File: config.mk
export PLATFORM = sky130hd
export DESIGN_NAME = cam_pixel_pack_flat
export DESIGN_NICKNAME = d
export VERILOG_FILES = /design/src/rtl/cam_pixel_pack_if.sv /design/src/rtl/cam_pixel_pack.sv /design/src/flat_wrapper.sv
export SDC_FILE = /design/constraint.sdc
export NUM_CORES = 1
export LEC_CHECK = 0
export ABC_AREA = 1
export BUFFER_PORTS_ARGS = -buffer_cell sky130_fd_sc_hd__buf_2
export CORE_ASPECT_RATIO = 0.8
export CORE_MARGIN = 2
export CORE_UTILIZATION = 30
export CTS_CLUSTER_SIZE = 20
export DETAILED_ROUTE_END_ITERATION = 10
export PLACE_DENSITY = 0.52
export RECOVER_POWER = 100
export SLEW_MARGIN = 20
export SYNTH_ARGS = -nofsm -noshare
export SYNTH_HDL_FRONTEND = slang
export SYNTH_SLANG_ARGS = --single-unit
File: constraint.sdc
create_clock -name S_CLK -period 2.1 [get_ports S_CLK]
set_input_delay 0 -clock S_CLK [delete_from_list [all_inputs] [get_ports S_CLK]]
set_output_delay 0 -clock S_CLK [all_outputs]
set_load 0.005 [all_outputs]
File: src/rtl/cam_pixel_pack_if.sv
// cam_pixel_pack_if
// Write-side bus between the camera packer and the SDRAM write FIFO.
//   fifo_data    : packed 16-bit word, {first byte, second byte}
//   fifo_wrreq   : single-cycle write strobe
//   fifo_wrusedw : write-side usage of the FIFO, used to gate writes
// Modports:
//   master : the packer (drives data/strobe, reads usage)
//   slave  : the FIFO side (reads data/strobe, drives usage)
interface cam_pixel_pack_if;
  logic [15:0] fifo_data;
  logic        fifo_wrreq;
  logic [8:0]  fifo_wrusedw;

  modport master (output fifo_data, output fifo_wrreq, input fifo_wrusedw);
  modport slave  (input fifo_data, input fifo_wrreq, output fifo_wrusedw);
endinterface

File: src/rtl/cam_pixel_pack.sv
// cam_pixel_pack
// DVP camera capture front end. Samples PCLK/VSYNC/HREF/D in the S_CLK
// domain, packs byte pairs into 16-bit RGB565 words and strobes them into
// the SDRAM write FIFO, dropping words while the FIFO is near full.
// Ports:
//   S_CLK, RST_N          : system clock, async active-low reset
//   cam_pclk/vsync/href   : raw camera controls (asynchronous)
//   cam_data[7:0]         : raw pixel byte
//   wr_if (master)        : fifo_data / fifo_wrreq / fifo_wrusedw
//   frame_start/done      : one-cycle frame markers
//   word_cnt              : words written in current/last frame (saturating)
//   overflow, line_err    : sticky per-frame error flags
// Build option: CAM_TEST_PATTERN_EN replaces packed camera data with a
// per-frame incrementing 16-bit counter; everything else is unchanged.
module cam_pixel_pack #(
  parameter int SKIP_FRAMES  = 10,
  parameter int FIFO_FULL_TH = 500,
  parameter int WORD_CNT_W   = 20
) (
  input  logic                  S_CLK,
  input  logic                  RST_N,
  input  logic                  cam_pclk,
  input  logic                  cam_vsync,
  input  logic                  cam_href,
  input  logic [7:0]            cam_data,
  cam_pixel_pack_if.master      wr_if,
  output logic                  frame_start,
  output logic                  frame_done,
  output logic [WORD_CNT_W-1:0] word_cnt,
  output logic                  overflow,
  output logic                  line_err
);

  typedef enum logic [1:0] {
    WAIT_VS  = 2'd0,
    SKIP     = 2'd1,
    WAIT_ACT = 2'd2,
    ACTIVE   = 2'd3
  } state_t;

  // One spare count value so the counter never needs to exceed its width.
  localparam int                SKIP_W    = $clog2(SKIP_FRAMES + 2);
  localparam logic [SKIP_W-1:0] SKIP_LAST = SKIP_W'(SKIP_FRAMES);
  localparam logic [9:0]        FULL_TH   = 10'(FIFO_FULL_TH);

  // Stage 1/2 are the synchroniser, stage 3 is the delayed copy for edges.
  logic                  pclk_s1_r, pclk_s2_r, pclk_s3_r;
  logic                  vs_s1_r, vs_s2_r, vs_s3_r;
  logic                  href_s1_r, href_s2_r, href_s3_r;
  logic [7:0]            data_s1_r, data_s2_r, data_s3_r;
  logic                  pclk_rise_r, vs_rise_r, vs_fall_r, href_fall_r;

  state_t                state_r, state_nxt_s;
  logic [SKIP_W-1:0]     skip_cnt_r, skip_cnt_nxt_s;
  logic                  phase_r, phase_nxt_s;
  logic                  start_s, done_s, latch_hi_s, word_s, lerr_s;
  logic                  fifo_ok_s, write_s, drop_s;

  logic [7:0]            hi_r;
  logic [15:0]           fifo_data_r;
  logic                  fifo_wrreq_r, frame_start_r, frame_done_r;
  logic                  overflow_r, line_err_r;
  logic [WORD_CNT_W-1:0] word_cnt_r;

  // Synchronise camera inputs and register their edges; data and href
  // travel through the same stages so stage 3 lines up with pclk_rise_r.
  always_ff @(posedge S_CLK or negedge RST_N) begin
    if (!RST_N) begin
      {pclk_s1_r, pclk_s2_r, pclk_s3_r} <= 3'b000;
      {vs_s1_r, vs_s2_r, vs_s3_r}       <= 3'b000;
      {href_s1_r, href_s2_r, href_s3_r} <= 3'b000;
      data_s1_r   <= 8'h00;
      data_s2_r   <= 8'h00;
      data_s3_r   <= 8'h00;
      pclk_rise_r <= 1'b0;
      vs_rise_r   <= 1'b0;
      vs_fall_r   <= 1'b0;
      href_fall_r <= 1'b0;
    end else begin
      {pclk_s1_r, pclk_s2_r, pclk_s3_r} <= {cam_pclk, pclk_s1_r, pclk_s2_r};
      {vs_s1_r, vs_s2_r, vs_s3_r}       <= {cam_vsync, vs_s1_r, vs_s2_r};
      {href_s1_r, href_s2_r, href_s3_r} <= {cam_href, href_s1_r, href_s2_r};
      data_s1_r   <= cam_data;
      data_s2_r   <= data_s1_r;
      data_s3_r   <= data_s2_r;
      pclk_rise_r <= pclk_s2_r & ~pclk_s3_r;
      vs_rise_r   <= vs_s2_r & ~vs_s3_r;
      vs_fall_r   <= ~vs_s2_r & vs_s3_r;
      href_fall_r <= ~href_s2_r & href_s3_r;
    end
  end

  // FSM state, skip counter and byte phase registers.
  always_ff @(posedge S_CLK or negedge RST_N) begin
    if (!RST_N) begin
      state_r    <= WAIT_VS;
      skip_cnt_r <= '0;
      phase_r    <= 1'b0;
    end else begin
      state_r    <= state_nxt_s;
      skip_cnt_r <= skip_cnt_nxt_s;
      phase_r    <= phase_nxt_s;
    end
  end

  // Next-state logic plus the per-cycle packing/frame control strobes.
  always_comb begin
    state_nxt_s    = state_r;
    skip_cnt_nxt_s = skip_cnt_r;
    phase_nxt_s    = phase_r;
    start_s        = 1'b0;
    done_s         = 1'b0;
    latch_hi_s     = 1'b0;
    word_s         = 1'b0;
    lerr_s         = 1'b0;
    case (state_r)
      WAIT_VS: begin
        if (vs_rise_r) begin
          skip_cnt_nxt_s = SKIP_W'(1);
          state_nxt_s    = (SKIP_W'(1) >= SKIP_LAST) ? WAIT_ACT : SKIP;
        end else begin
          state_nxt_s = WAIT_VS;
        end
      end
      SKIP: begin
        if (vs_rise_r) begin
          skip_cnt_nxt_s = skip_cnt_r + SKIP_W'(1);
          state_nxt_s    = ((skip_cnt_r + SKIP_W'(1)) >= SKIP_LAST) ? WAIT_ACT : SKIP;
        end else begin
          state_nxt_s = SKIP;
        end
      end
      WAIT_ACT: begin
        if (vs_fall_r) begin
          state_nxt_s = ACTIVE;
          start_s     = 1'b1;
          phase_nxt_s = 1'b0;
        end else begin
          state_nxt_s = WAIT_ACT;
        end
      end
      ACTIVE: begin
        // A vsync rise wins over a coincident byte: the byte is discarded.
        if (vs_rise_r) begin
          state_nxt_s = WAIT_ACT;
          done_s      = 1'b1;
        end else if (pclk_rise_r && href_s3_r) begin
          if (!phase_r) begin
            latch_hi_s  = 1'b1;
            phase_nxt_s = 1'b1;
          end else begin
            word_s      = 1'b1;
            phase_nxt_s = 1'b0;
          end
        end else if (href_fall_r && phase_r) begin
          lerr_s      = 1'b1;
          phase_nxt_s = 1'b0;
        end else begin
          state_nxt_s = ACTIVE;
        end
      end
      default: begin
        state_nxt_s = WAIT_VS;
      end
    endcase
    // Usage is sampled in the cycle the word forms; no lookahead.
    fifo_ok_s = ({1'b0, wr_if.fifo_wrusedw} < FULL_TH);
    write_s   = word_s & fifo_ok_s;
    drop_s    = word_s & ~fifo_ok_s;
  end

`ifdef CAM_TEST_PATTERN_EN
  logic [15:0] pat_cnt_r;

  // Test-pattern counter: cleared per frame, advanced per accepted write.
  always_ff @(posedge S_CLK or negedge RST_N) begin
    if (!RST_N) begin
      pat_cnt_r <= 16'h0000;
    end else if (start_s) begin
      pat_cnt_r <= 16'h0000;
    end else if (write_s) begin
      pat_cnt_r <= pat_cnt_r + 16'd1;
    end
  end
`endif

  // Output datapath: byte latch, FIFO write, counters, sticky flags, pulses.
  always_ff @(posedge S_CLK or negedge RST_N) begin
    if (!RST_N) begin
      hi_r          <= 8'h00;
      fifo_data_r   <= 16'h0000;
      fifo_wrreq_r  <= 1'b0;
      frame_start_r <= 1'b0;
      frame_done_r  <= 1'b0;
      word_cnt_r    <= '0;
      overflow_r    <= 1'b0;
      line_err_r    <= 1'b0;
    end else begin
      frame_start_r <= start_s;
      frame_done_r  <= done_s;
      fifo_wrreq_r  <= write_s;
      if (latch_hi_s) begin
        hi_r <= data_s3_r;
      end
      if (write_s) begin
`ifdef CAM_TEST_PATTERN_EN
        fifo_data_r <= pat_cnt_r;
`else
        fifo_data_r <= {hi_r, data_s3_r};
`endif
      end
      if (start_s) begin
        word_cnt_r <= '0;
        overflow_r <= 1'b0;
        line_err_r <= 1'b0;
      end else begin
        if (write_s && (word_cnt_r != {WORD_CNT_W{1'b1}})) begin
          word_cnt_r <= word_cnt_r + WORD_CNT_W'(1);
        end
        if (drop_s) begin
          overflow_r <= 1'b1;
        end
        if (lerr_s) begin
          line_err_r <= 1'b1;
        end
      end
    end
  end

  assign wr_if.fifo_data  = fifo_data_r;
  assign wr_if.fifo_wrreq = fifo_wrreq_r;
  assign frame_start      = frame_start_r;
  assign frame_done       = frame_done_r;
  assign word_cnt         = word_cnt_r;
  assign overflow         = overflow_r;
  assign line_err         = line_err_r;

endmodule

File: src/flat_wrapper.sv
// flat-port wrapper written by rule: the top's interface ports become plain ports
module cam_pixel_pack_flat 
#(
  parameter int SKIP_FRAMES  = 10,
  parameter int FIFO_FULL_TH = 500,
  parameter int WORD_CNT_W   = 20
)
  (S_CLK, RST_N, cam_pclk, cam_vsync, cam_href, cam_data, frame_start, frame_done, word_cnt, overflow, line_err, wr_if_fifo_data, wr_if_fifo_wrreq, wr_if_fifo_wrusedw);
  cam_pixel_pack_if wr_if_i ();
  input  logic S_CLK;
  input  logic RST_N;
  input  logic cam_pclk;
  input  logic cam_vsync;
  input  logic cam_href;
  input  logic [7:0] cam_data;
  output logic frame_start;
  output logic frame_done;
  output logic [WORD_CNT_W-1:0] word_cnt;
  output logic overflow;
  output logic line_err;
  output wire logic [$bits(wr_if_i.fifo_data)-1:0] wr_if_fifo_data;
  output wire logic [$bits(wr_if_i.fifo_wrreq)-1:0] wr_if_fifo_wrreq;
  input wire logic [$bits(wr_if_i.fifo_wrusedw)-1:0] wr_if_fifo_wrusedw;
  assign wr_if_fifo_data = wr_if_i.fifo_data;
  assign wr_if_fifo_wrreq = wr_if_i.fifo_wrreq;
  assign wr_if_i.fifo_wrusedw = wr_if_fifo_wrusedw;
  cam_pixel_pack #(.SKIP_FRAMES(SKIP_FRAMES), .FIFO_FULL_TH(FIFO_FULL_TH), .WORD_CNT_W(WORD_CNT_W)) u_core (.S_CLK(S_CLK), .RST_N(RST_N), .cam_pclk(cam_pclk), .cam_vsync(cam_vsync), .cam_href(cam_href), .cam_data(cam_data), .wr_if(wr_if_i), .frame_start(frame_start), .frame_done(frame_done), .word_cnt(word_cnt), .overflow(overflow), .line_err(line_err));
endmodule
==> metrics.md <==
| Metric | Value |
|---|---|
| Status | finished, final reports clean |
| Final Hold Viols | 0 |
| Via density | 4.36 |
| Bufs and invs on worst path | 1 |
| Setup TNS | 0 ps |
| WP data arrival | around 2200 ps |
| Synth Register Bits | 93 |
| Effective utilization at floorplan | 31.0% |
| WL met1 | 3820 um |
| Final Power | 4.07 mW |
| FILL cells | 1270 |
| Slew headroom | 18.9% |
| WP data required | ~2400 ps |
| Highest Signal Layer | met4 |
| CP delay by family, top | simple AND/OR/NAND/NOR gates |
| Clock Sinks | 93 |
| Yosys cell types | 33 |
| H-Tree Depth | 3 |
| Routed vias | 2864 |
| VDD IR max | 0.352 mV |
| Proportion of netlist area held by the largest area contributor | between 60 and 70% |
| Wirelength per Cell | 12.1 um |
| P&R area growth vs syn | 22.3% |
| Top cell by count, worst path | nand2_1 |
| DR pass1 iterations | 4 |
| Vias in the first global route | 2844 |
| Diodes inserted | 0 |
| Core area | 12300 um^2 |
| Clock-pin slew on the worst setup and hold paths | about 70 ps |
| Syn_area_per_cell | 9.44 um^2 |
| Layout cells sized above 1 | 15.2% |
| Grt ovf | 0 |
| CP Cell Sequence | ha_2 > nand2_1 > nor2_4 > nand2_1 > nor2_1 > nand2_1 > nand2_4 > nand2_4 > inv_8 > nand2_1 > nand2_1 |
| Syn. warnings | 0 |
| Cell Area, Synth | between 3000 and 4000 um^2 |
| Post-DP Area | ~4300 um^2 |
| Top Ports | 63 |
| CTS tree | built |
| Port buffer count | 60 |
| Final period util | 89.5% |
| Setup bufs post-CTS | 0 |
| Antenna violations before repair | 0 |
| Std cell rows | 36 |
| Skew-Pair Late Insertion Delay | between 300 and 400 ps |
| Residual DRC | 0 |
| Seq/Total Area, Yosys | 61.3% |
| Non-filler cells, final | 657 |
| Maximum clock frequency | 532 MHz |
| Multi-input gate area | ~1200 um^2 |
| Worst hold path type | input port to register |
| Crit Path Class | register to register |
| DIE AREA | 13600 um^2 |
| Hpwl dp | roughly 5400 um |
| Initial drt markers | 204 |
| Register area | 2330 um^2 |
| CP Max Fanout | 19 |
| Bufs on Longest Clock Path | 2 |
| Finished Core Util | 37.9% |
| Top cell type by total area after synthesis | dfrtp_1 |
| Placed Cells incl. Taps | 629 |
| Pin count of the biggest net entering global routing | 49 |
| Num CTS Buffers | 9 |
| Finished layout cell area | around 4600 um^2 |
| LEAKAGE | 2.29 nW |
| Total GRT Usage | 12.8% |
| Final setup viols | 0 |
| Worst Skew | 9.02 ps |
| Final min period | between 1500 and 2000 ps |
| Hold Worst Slack | around 170 ps |
| Root buffer cell | clkbuf_16 |
| Slowest CP cell | dfrtp_1 |
| Setup WS pre-CTS | 192 ps |
| Syn Nets | ~430 |
| Max-slew violations | 0 |
| Final #Nets | a little over 500 |
| Metal3 WL | 464 um |
| Setup ws final | roughly 220 ps |
| Actual slew at the worst max-slew pin | 1220 ps |
| First-pass GRT wire length | 13600 um |
| Max-Cap Viols | 0 |
| RSZ-0062 raised after global routing | false |
| WL final | 7920 um |
| Power Density | 878 nW/um^2 |
| Gpl congestion | about 0.87 |
| Top post-synthesis cells by area | dfrtp_1, nand2_1, nor2_1 |
| Post-Syn Instances | about 400 |
| Chip height | 105 um |
| Metal2 WL | 3500 um |
| Critical path's largest stage delay | about 490 ps |
| Die width | 130 um |
| Post-route ant nets | 0 |
| CP endpoint kind | register |
| Critical Path Start Type | register |
state kept, by name, indices dropped and copies added (netlist names), 2 cells and up:
register and cells:
u_core.data_s2_r 8, u_core.hi_r 8, u_core.state_r 2, u_core.word_cnt 20, u_core.data_s3_r 8, u_core.wr_if.fifo_data 16
u_core.skip_cnt_r 4, u_core.data_s1_r 8
path summary, 6_finish.rpt:
check	startpoint	endpoint	slack (ps)	cells after the start
max	u_core.word_cnt[0]$_DFFE_PN0P_	u_core.word_cnt[3]$_DFFE_PN0P_	220	11
min	wr_if_fifo_wrusedw[7]	u_core.overflow$_DFFE_PN0P_	170	7
max reg2reg	u_core.word_cnt[0]$_DFFE_PN0P_	u_core.word_cnt[3]$_DFFE_PN0P_	220	11
min reg2reg	u_core.data_s1_r[6]$_DFF_PN0_	u_core.data_s2_r[6]$_DFF_PN0_	350	0
max in group asynchronous	RST_N	u_core.frame_done$_DFF_PN0_	810	3
min in group asynchronous	RST_N	u_core.wr_if.fifo_data[9]$_DFFE_PN0P_	450	2
kinds of logic (layout without fill, tap and decap cells):
group           Yosys count  count (layout)  synth area share (%)
simple gates            225             225                  25.3
compound gates           27              27                  4.52
flops                    93              93                  61.3
fa+ha+maj                 3               3                 0.989
xor+xnor                 12              12                  2.77
buf+inv                  42             126                  5.11
per-layer routing:
layer,global-route usage [%],vias to the layer above
li1,-,1431
met1,16.4,1365
met2,19.7,57
met3,4.71,11
met4,5.22,0
met5,0,-
tightest hold or removal path, cell delays in order:
cell	delay, ps
buf_2	90
nand2_1	50
nor2_1	30
nand2_1	100
nor3_1	70
nor2_1	90
nor2_1	50
power by group:
group,total [mW],internal [mW],switching [mW]
logic,0.403,0.162,0.241
clock network,1.59,0.836,0.751
registers,2.08,1.97,0.116
cells in the mapped netlist, drive strengths merged:
cell type,number
nand2,143
dfrtp,93
nor2,44
inv,33
o21ai,23
nand3,22
nand4,12
xor2,10
buf,4
clkbuf,3
ha,3
clkinv,2
xnor2,2
a21oi,1
nand3b,1
nor3,1
o21a,1
o21bai,1
o22ai,1
or2,1
or3,1
layout make-up:
| cell class | instances | area share (%) |
|---|---|---|
| Clock buffer | 9 | 4.85 |
| Clock inverter | 7 | 1.40 |
| Inverter | 35 | 3.10 |
| Multi-Input combinational cell | 267 | 26.5 |
| Sequential cell | 93 | 50.1 |
| Tap cell | 171 | 4.61 |
| Timing Repair Buffer | 75 | 9.36 |
layout by cell type, fill, tap and decap left out, drive strengths merged:
cell         count
xnor2            2
nand2          143
xor2            10
clkbuf          24
ha               3
inv             37
dfrtp           93
nor3             1
nand4           12
o21ai           23
nor2            44
o21a             1
clkinv           5
dlygate4sd3     12
nand3b           1
nand3           22
or2              1
buf             48
o22ai            1
o21bai           1
a21oi            1
or3              1
repair_timing:
action | CTS | global route
endpoints found under the setup margin | 0 | 2
gates resized for setup | 0 | 1
hold endpoints to repair | 56 | 0
hold buffers | 12 | 0
Power figures use the tool's default switching activity.
